**config.mk**
```make
export PLATFORM = sky130hd
export DESIGN_NAME = sram_arb
export DESIGN_NICKNAME = d
export VERILOG_FILES = /design/src/rtl/sram_arb_pkg.sv /design/src/rtl/sram_arb_rr_pick.sv /design/src/rtl/sram_arb.sv
export SDC_FILE = /design/constraint.sdc
export NUM_CORES = 1
export LEC_CHECK = 0
export BUFFER_PORTS_ARGS = -buffer_cell sky130_fd_sc_hd__buf_2
export CORE_MARGIN = 3
export CORE_UTILIZATION = 44
export CTS_CLUSTER_DIAMETER = 100
export DETAILED_ROUTE_END_ITERATION = 6
export PLACE_DENSITY = 0.85
export SYNTH_ARGS = -nofsm -noshare
export SYNTH_HDL_FRONTEND = slang
export SYNTH_SLANG_ARGS = --single-unit
```
**constraint.sdc**
```tcl
create_clock -name CLK -period 3.6 [get_ports CLK]
set_clock_uncertainty 0.2 [all_clocks]
set_input_delay 0.18 -clock CLK [delete_from_list [all_inputs] [get_ports CLK]]
set_output_delay 0.18 -clock CLK [all_outputs]
set_load 0.02 [all_outputs]
```
**src/rtl/sram_arb_pkg.sv**
```systemverilog
// Shared definitions for the SRAM arbiter: state encoding,
// lane strobe helper and elaboration-time parameter check.
package sram_arb_pkg;

    localparam logic [1:0] ST_IDLE   = 2'd0;
    localparam logic [1:0] ST_SETUP  = 2'd1;
    localparam logic [1:0] ST_ACCESS = 2'd2;
    localparam logic [1:0] ST_HOLD   = 2'd3;

    typedef enum logic [1:0] {
        IDLE   = ST_IDLE,
        SETUP  = ST_SETUP,
        ACCESS = ST_ACCESS,
        HOLD   = ST_HOLD
    } state_t;

    // Active-high mask of the byte lane addressed by byte-address bit 0.
    function automatic logic [1:0] lane_sel(input logic lane);
        return lane ? 2'b10 : 2'b01;
    endfunction

    function automatic bit params_ok(
        input int channels,
        input int addr_w,
        input int wait_cycles,
        input int rr_mode
    );
        return (channels >= 2) && (channels <= 8) &&
               (addr_w >= 1) && (addr_w <= 30) &&
               (wait_cycles >= 1) && (wait_cycles <= 15) &&
               ((rr_mode == 0) || (rr_mode == 1));
    endfunction

endpackage

```
**src/rtl/sram_arb_rr_pick.sv**
```systemverilog
// Combinational request picker: fixed priority (lowest index)
// or round-robin starting just after the previous owner.
module rr_pick #(
    parameter int CHANNELS = 4,
    parameter int IDX_W    = $clog2(CHANNELS)
) (
    input  logic [CHANNELS-1:0] req,
    input  logic [IDX_W-1:0]    last_grant,
    input  logic                rr_mode,
    output logic [CHANNELS-1:0] winner,
    output logic                valid
);

    int               start;
    logic             found;
    logic [IDX_W-1:0] sel;

    always_comb begin
        winner = '0;
        found  = 1'b0;
        sel    = '0;
        start  = rr_mode ? int'(last_grant) + 1 : 0;
        for (int i = 0; i < CHANNELS; i++) begin
            sel = IDX_W'((start + i) % CHANNELS);
            if (!found && req[sel]) begin
                winner[sel] = 1'b1;
                found       = 1'b1;
            end
        end
    end

    assign valid = |req;

endmodule

```
**src/rtl/sram_arb.sv**
```systemverilog
// Arbiter and timing sequencer for one shared asynchronous 16-bit
// SRAM with byte lanes, serving CHANNELS byte-wide requestors.
module sram_arb #(
    parameter int CHANNELS    = 4,
    parameter int ADDR_W      = 21,
    parameter int WAIT_CYCLES = 2,
    parameter int RR_MODE     = 0
) (
    input  logic                           CLK,
    input  logic                           RESET,
    input  logic [CHANNELS-1:0]            REQ,
    input  logic [CHANNELS-1:0]            WE,
    input  logic [CHANNELS*(ADDR_W+1)-1:0] ADDR,
    input  logic [CHANNELS*8-1:0]          WDATA,
    output logic [CHANNELS-1:0]            ACK,
    output logic [7:0]                     RDATA,
    output logic [CHANNELS-1:0]            GRANT,
    output logic                           BUSY,
    output logic [ADDR_W-1:0]              MA,
    input  logic [15:0]                    MD_I,
    output logic [15:0]                    MD_O,
    output logic                           MD_OE,
    output logic [1:0]                     MRD_N,
    output logic [1:0]                     MWR_N
);

    import sram_arb_pkg::*;

    localparam int IDX_W = $clog2(CHANNELS);
    localparam int AW1   = ADDR_W + 1;

    if (!params_ok(CHANNELS, ADDR_W, WAIT_CYCLES, RR_MODE)) begin : g_bad_params
        $error("sram_arb: parameter out of range");
    end

    state_t              state, state_d;
    logic [3:0]          cnt, cnt_d;
    logic [IDX_W-1:0]    last_grant, last_grant_d, win_idx;
    logic                we_q, we_d, lane_q, lane_d;
    logic [CHANNELS-1:0] grant_d, ack_d, winner;
    logic                win_valid;
    logic [7:0]          rdata_d;
    logic [ADDR_W-1:0]   ma_d;
    logic [15:0]         md_o_d;
    logic                md_oe_d;
    logic [1:0]          mrd_d, mwr_d, rd_lo, wr_lo;
    logic [ADDR_W:0]     addr_ch [CHANNELS];
    logic [7:0]          wdata_ch [CHANNELS];

    for (genvar i = 0; i < CHANNELS; i++) begin : g_ch
        assign addr_ch[i]  = ADDR[i*AW1 +: AW1];
        assign wdata_ch[i] = WDATA[i*8 +: 8];
    end

    rr_pick #(
        .CHANNELS (CHANNELS),
        .IDX_W    (IDX_W)
    ) u_pick (
        .req        (REQ),
        .last_grant (last_grant),
        .rr_mode    (RR_MODE != 0),
        .winner     (winner),
        .valid      (win_valid)
    );

    always_comb begin
        win_idx = '0;
        for (int i = 0; i < CHANNELS; i++) begin
            if (winner[i]) win_idx = IDX_W'(i);
        end
    end

    assign BUSY  = (state != IDLE);
    assign rd_lo = we_q ? 2'b11 : ~lane_sel(lane_q);
    assign wr_lo = we_q ? ~lane_sel(lane_q) : 2'b11;

    always_comb begin
        state_d      = state;
        cnt_d        = cnt;
        last_grant_d = last_grant;
        we_d         = we_q;
        lane_d       = lane_q;
        grant_d      = GRANT;
        ack_d        = '0;
        rdata_d      = RDATA;
        ma_d         = MA;
        md_o_d       = MD_O;
        md_oe_d      = MD_OE;
        mrd_d        = 2'b11;
        mwr_d        = 2'b11;
        unique case (state)
            IDLE: begin
                if (win_valid) begin
                    state_d      = SETUP;
                    grant_d      = winner;
                    last_grant_d = win_idx;
                    we_d         = WE[win_idx];
                    lane_d       = addr_ch[win_idx][0];
                    ma_d         = addr_ch[win_idx][ADDR_W:1];
                    md_o_d       = {2{wdata_ch[win_idx]}};
                    md_oe_d      = WE[win_idx];
                end
            end
            SETUP: begin
                state_d = ACCESS;
                cnt_d   = 4'(WAIT_CYCLES - 1);
                mrd_d   = rd_lo;
                mwr_d   = wr_lo;
            end
            ACCESS: begin
                // Strobes rise on the same edge that captures read data.
                if (cnt == 4'd0) begin
                    state_d = HOLD;
                    ack_d   = GRANT;
                    if (!we_q) rdata_d = lane_q ? MD_I[15:8] : MD_I[7:0];
                end else begin
                    cnt_d = cnt - 4'd1;
                    mrd_d = rd_lo;
                    mwr_d = wr_lo;
                end
            end
            HOLD: begin
                state_d = IDLE;
                grant_d = '0;
                md_oe_d = 1'b0;
            end
            default: state_d = IDLE;
        endcase
    end

    always_ff @(posedge CLK or posedge RESET) begin
        if (RESET) begin
            state      <= IDLE;
            cnt        <= '0;
            last_grant <= IDX_W'(CHANNELS - 1);
            we_q       <= 1'b0;
            lane_q     <= 1'b0;
            GRANT      <= '0;
            ACK        <= '0;
            RDATA      <= '0;
            MA         <= '0;
            MD_O       <= '0;
            MD_OE      <= 1'b0;
            MRD_N      <= 2'b11;
            MWR_N      <= 2'b11;
        end else begin
            state      <= state_d;
            cnt        <= cnt_d;
            last_grant <= last_grant_d;
            we_q       <= we_d;
            lane_q     <= lane_d;
            GRANT      <= grant_d;
            ACK        <= ack_d;
            RDATA      <= rdata_d;
            MA         <= ma_d;
            MD_O       <= md_o_d;
            MD_OE      <= md_oe_d;
            MRD_N      <= mrd_d;
            MWR_N      <= mwr_d;
        end
    end

endmodule

```
==> results.ini <==
[global_routing]
antenna_found_initial=0
grt_first_pass_wirelength_um=17900
gr-total-overflow=0
grt_use_total_pct=26.1
grt_max_degree=64
grt_pass1_vias=3671

[critical_path]
worst-setup-path-type=reg -> reg
slowest_delay_ps=530
timing.rr.start=state[0]
crit_arrival_ps=2350
cp_cell_sequence=inv_1 > ha_1 > inv_1 > nor4_2 > nor2_1 > mux2_1
ff2ff_setup_slack_ps=1260
slowest_stage=ha_1
endpoint_kind=flop
worstSetupStartpoint=state[0]
cpMostUsedCell=inv_1
path_max_fanout=14
required_ps=3610
startpoint_type=flop

[cts]
cts_buffers=9
clk_pin_slew_worst_paths_ps=70
cts_resized=0
clockBufferDepth=2
cts_root_buf=clkbuf_8
cts_tree=built
clk_latency_ps=330
cts.sinks=58
htreeDepth=3

[sta]
setup_violations=0
hold_viol=0
worst_slack_ps=1260
holdWs_ps=9.35
rsz0062_at_grt=false
finalSetupTns_ps=0
fin_crit_sh_pct=65.1
fmax_mhz=427
tightest_slew_ps=810
slew_viol_final=0
finalCriticalPeriod_ps=2340
slew-limit-headroom_pct=45.9

[logic_synthesis]
synth_top_area_cell=dfrtp_1
ys_seq_area_share_pct=43.2
synth.most_common_cell=nand2_1
syn_area_mm2=0.00337
yosysTopAreaCellShare_pct=40.0
synth_area_leaders=dfrtp_1 40%, nand2_1 7.9%, o22a_1 7.8%
syn_inst=370
yosys-top-cells-count=71 x nand2_1, 54 x dfrtp_1, 31 x a21oi_1, 31 x a22oi_1
synth_fp_nets=523
synth_edf_count=0
async_flop_share_pct=100
syn_avg_cell_area_um2=9.12
yosys_warnings=0
ys_ff_latch=58
synth_ff_type=dfrtp_1
ys_types=37

[power_and_ir_drop]
powerDensity_mw_per_mm2=757
ir_drop_v=0.000345
p_leak_nw=2.45

[status]
status=finished, final reports clean

[final_layout]
syn2layout_area_growth_pct=47.9
n_antenna_cell=0
drive_gt1_share_pct=39.7
fin_nets=745
final_cells=696
final_area_mm2=0.00499

[route]
viasPerCell=5.44
detailedRoute.firstPassIterationCount=6
vias=3786
drc=0
detail-route-antenna-nets=0
first_iter_violations=210
wirelength_um=11800
wl_per_cell_um=16.9

[placed_design]
placed_area_mm2=0.00434
placed_cells=637
dp_hpwl_um=8140
numPortBuffers=204
pre_cts_ws_ps=1280
place.gp.congestion=0.819

[min_path]
hp-class=in -> reg
hp-start=ADDR[0]

[floorplanning]
core-area_mm2=0.00733
rows=31
die_h_um=93.6
dieArea_mm2=0.00876
io_pins=205
die-width_um=93.6
start_util_pct=46.0

[job]
drv_cap=0

-- kinds of logic (layout without fill, tap and decap cells) --
| logic type | count (synthesis) | in the layout | share of synthesized area [%] |
|---|---|---|---|
| AO/OA/AOI/OAI | 150 | 150 | 30.7 |
| adder cells (fa/ha/maj) | 7 | 7 | 2.60 |
| buffers and inverters | 48 | 275 | 7.49 |
| flip-flops | 58 | 58 | 43.2 |
| multiplexers | 10 | 10 | 3.04 |
| AND/OR/NAND/NOR | 97 | 97 | 13.0 |
-- worst paths after layout --
kind / endpoint / depth (start not counted)
setup / recovery: state[1] / 6
hold / removal: lane_q / 4
setup reg to reg: state[1] / 6
hold reg to reg: RDATA[3] / 2
max in group asynchronous: MA[12] / 4
min in group asynchronous: RDATA[7] / 3
-- where the power goes --
part / switching, mW / total (mW) / internal (mW)
clock: 0.265 / 0.672 / 0.406
sequential: 0.227 / 1.20 / 0.975
combinational: 1.11 / 1.90 / 0.798
-- cells in the final DEF, fill, tap and decap left out, types with 5 or more instances in the layout --
cell	synthesis	final
buf_2	4	204
nand2_1	71	71
dfrtp_1	54	54
dlygate4sd3_1	0	43
a21oi_1	31	31
a22oi_1	31	31
o22ai_1	30	30
o22a_1	30	30
o21ai_1	12	12
clkbuf_8	0	10
mux2i_1	8	8
ha_1	7	7
nor2b_1	7	6
a22o_1	6	6
buf_4	8	6
nor2_1	5	5
inv_1	6	5
-- sequential cells by signal, indices dropped and copies added (netlist names) --
signal,flops
GRANT,4
MD_OE,1
cnt,4
lane_q,1
state,2
MD_O,8
we_q,1
MA,21
ACK,4
MRD_N,2
MWR_N,2
RDATA,8
-- repair_timing --
item | 4_1_cts | 5_1_grt
setup buffers | 0 | 0
hold endpoints to repair | 67 | 0
hold buffers | 43 | 0
-- layout make-up --
| cell class | count | area, um^2 |
|---|---|---|
| sequential | 58 | 1460 |
| clock buffer | 11 | 141 |
| inverter | 6 | 22.5 |
| fill | 579 | 2340 |
| timing repair buffer | 253 | 1500 |
| clock inverter | 5 | 77.6 |
| multi-input combinational | 264 | 1670 |
| tap | 99 | 124 |
-- critical path, delay by kind of cell, from the launching register on --
| family | cells | cell delay [ps] |
|---|---|---|
| DFF | 1 | 420 |
| muxes | 1 | 330 |
| buffers and inverters | 2 | 300 |
| adders and majority gates | 1 | 530 |
| and+or+nand+nor | 2 | 440 |
-- per-layer routing --
layer  share of wire [%]  GRT usage, %  wire length, um
met5                   0             0                0
met1                  39          31.4             4590
met4                 1.5          8.78              176
met3                 8.7          5.95             1030
met2                  51          45.9             5970
-- through the flow --
stage               total power, mW  utilization (%)
floorplan                      2.50                -
global placement               2.95             59.2
detailed placement             3.04             59.2
CTS                            3.78             68.1
global route                   4.01             68.1
finish                         3.78             68.1
No activity file was read; power rests on OpenSTA's default activity.
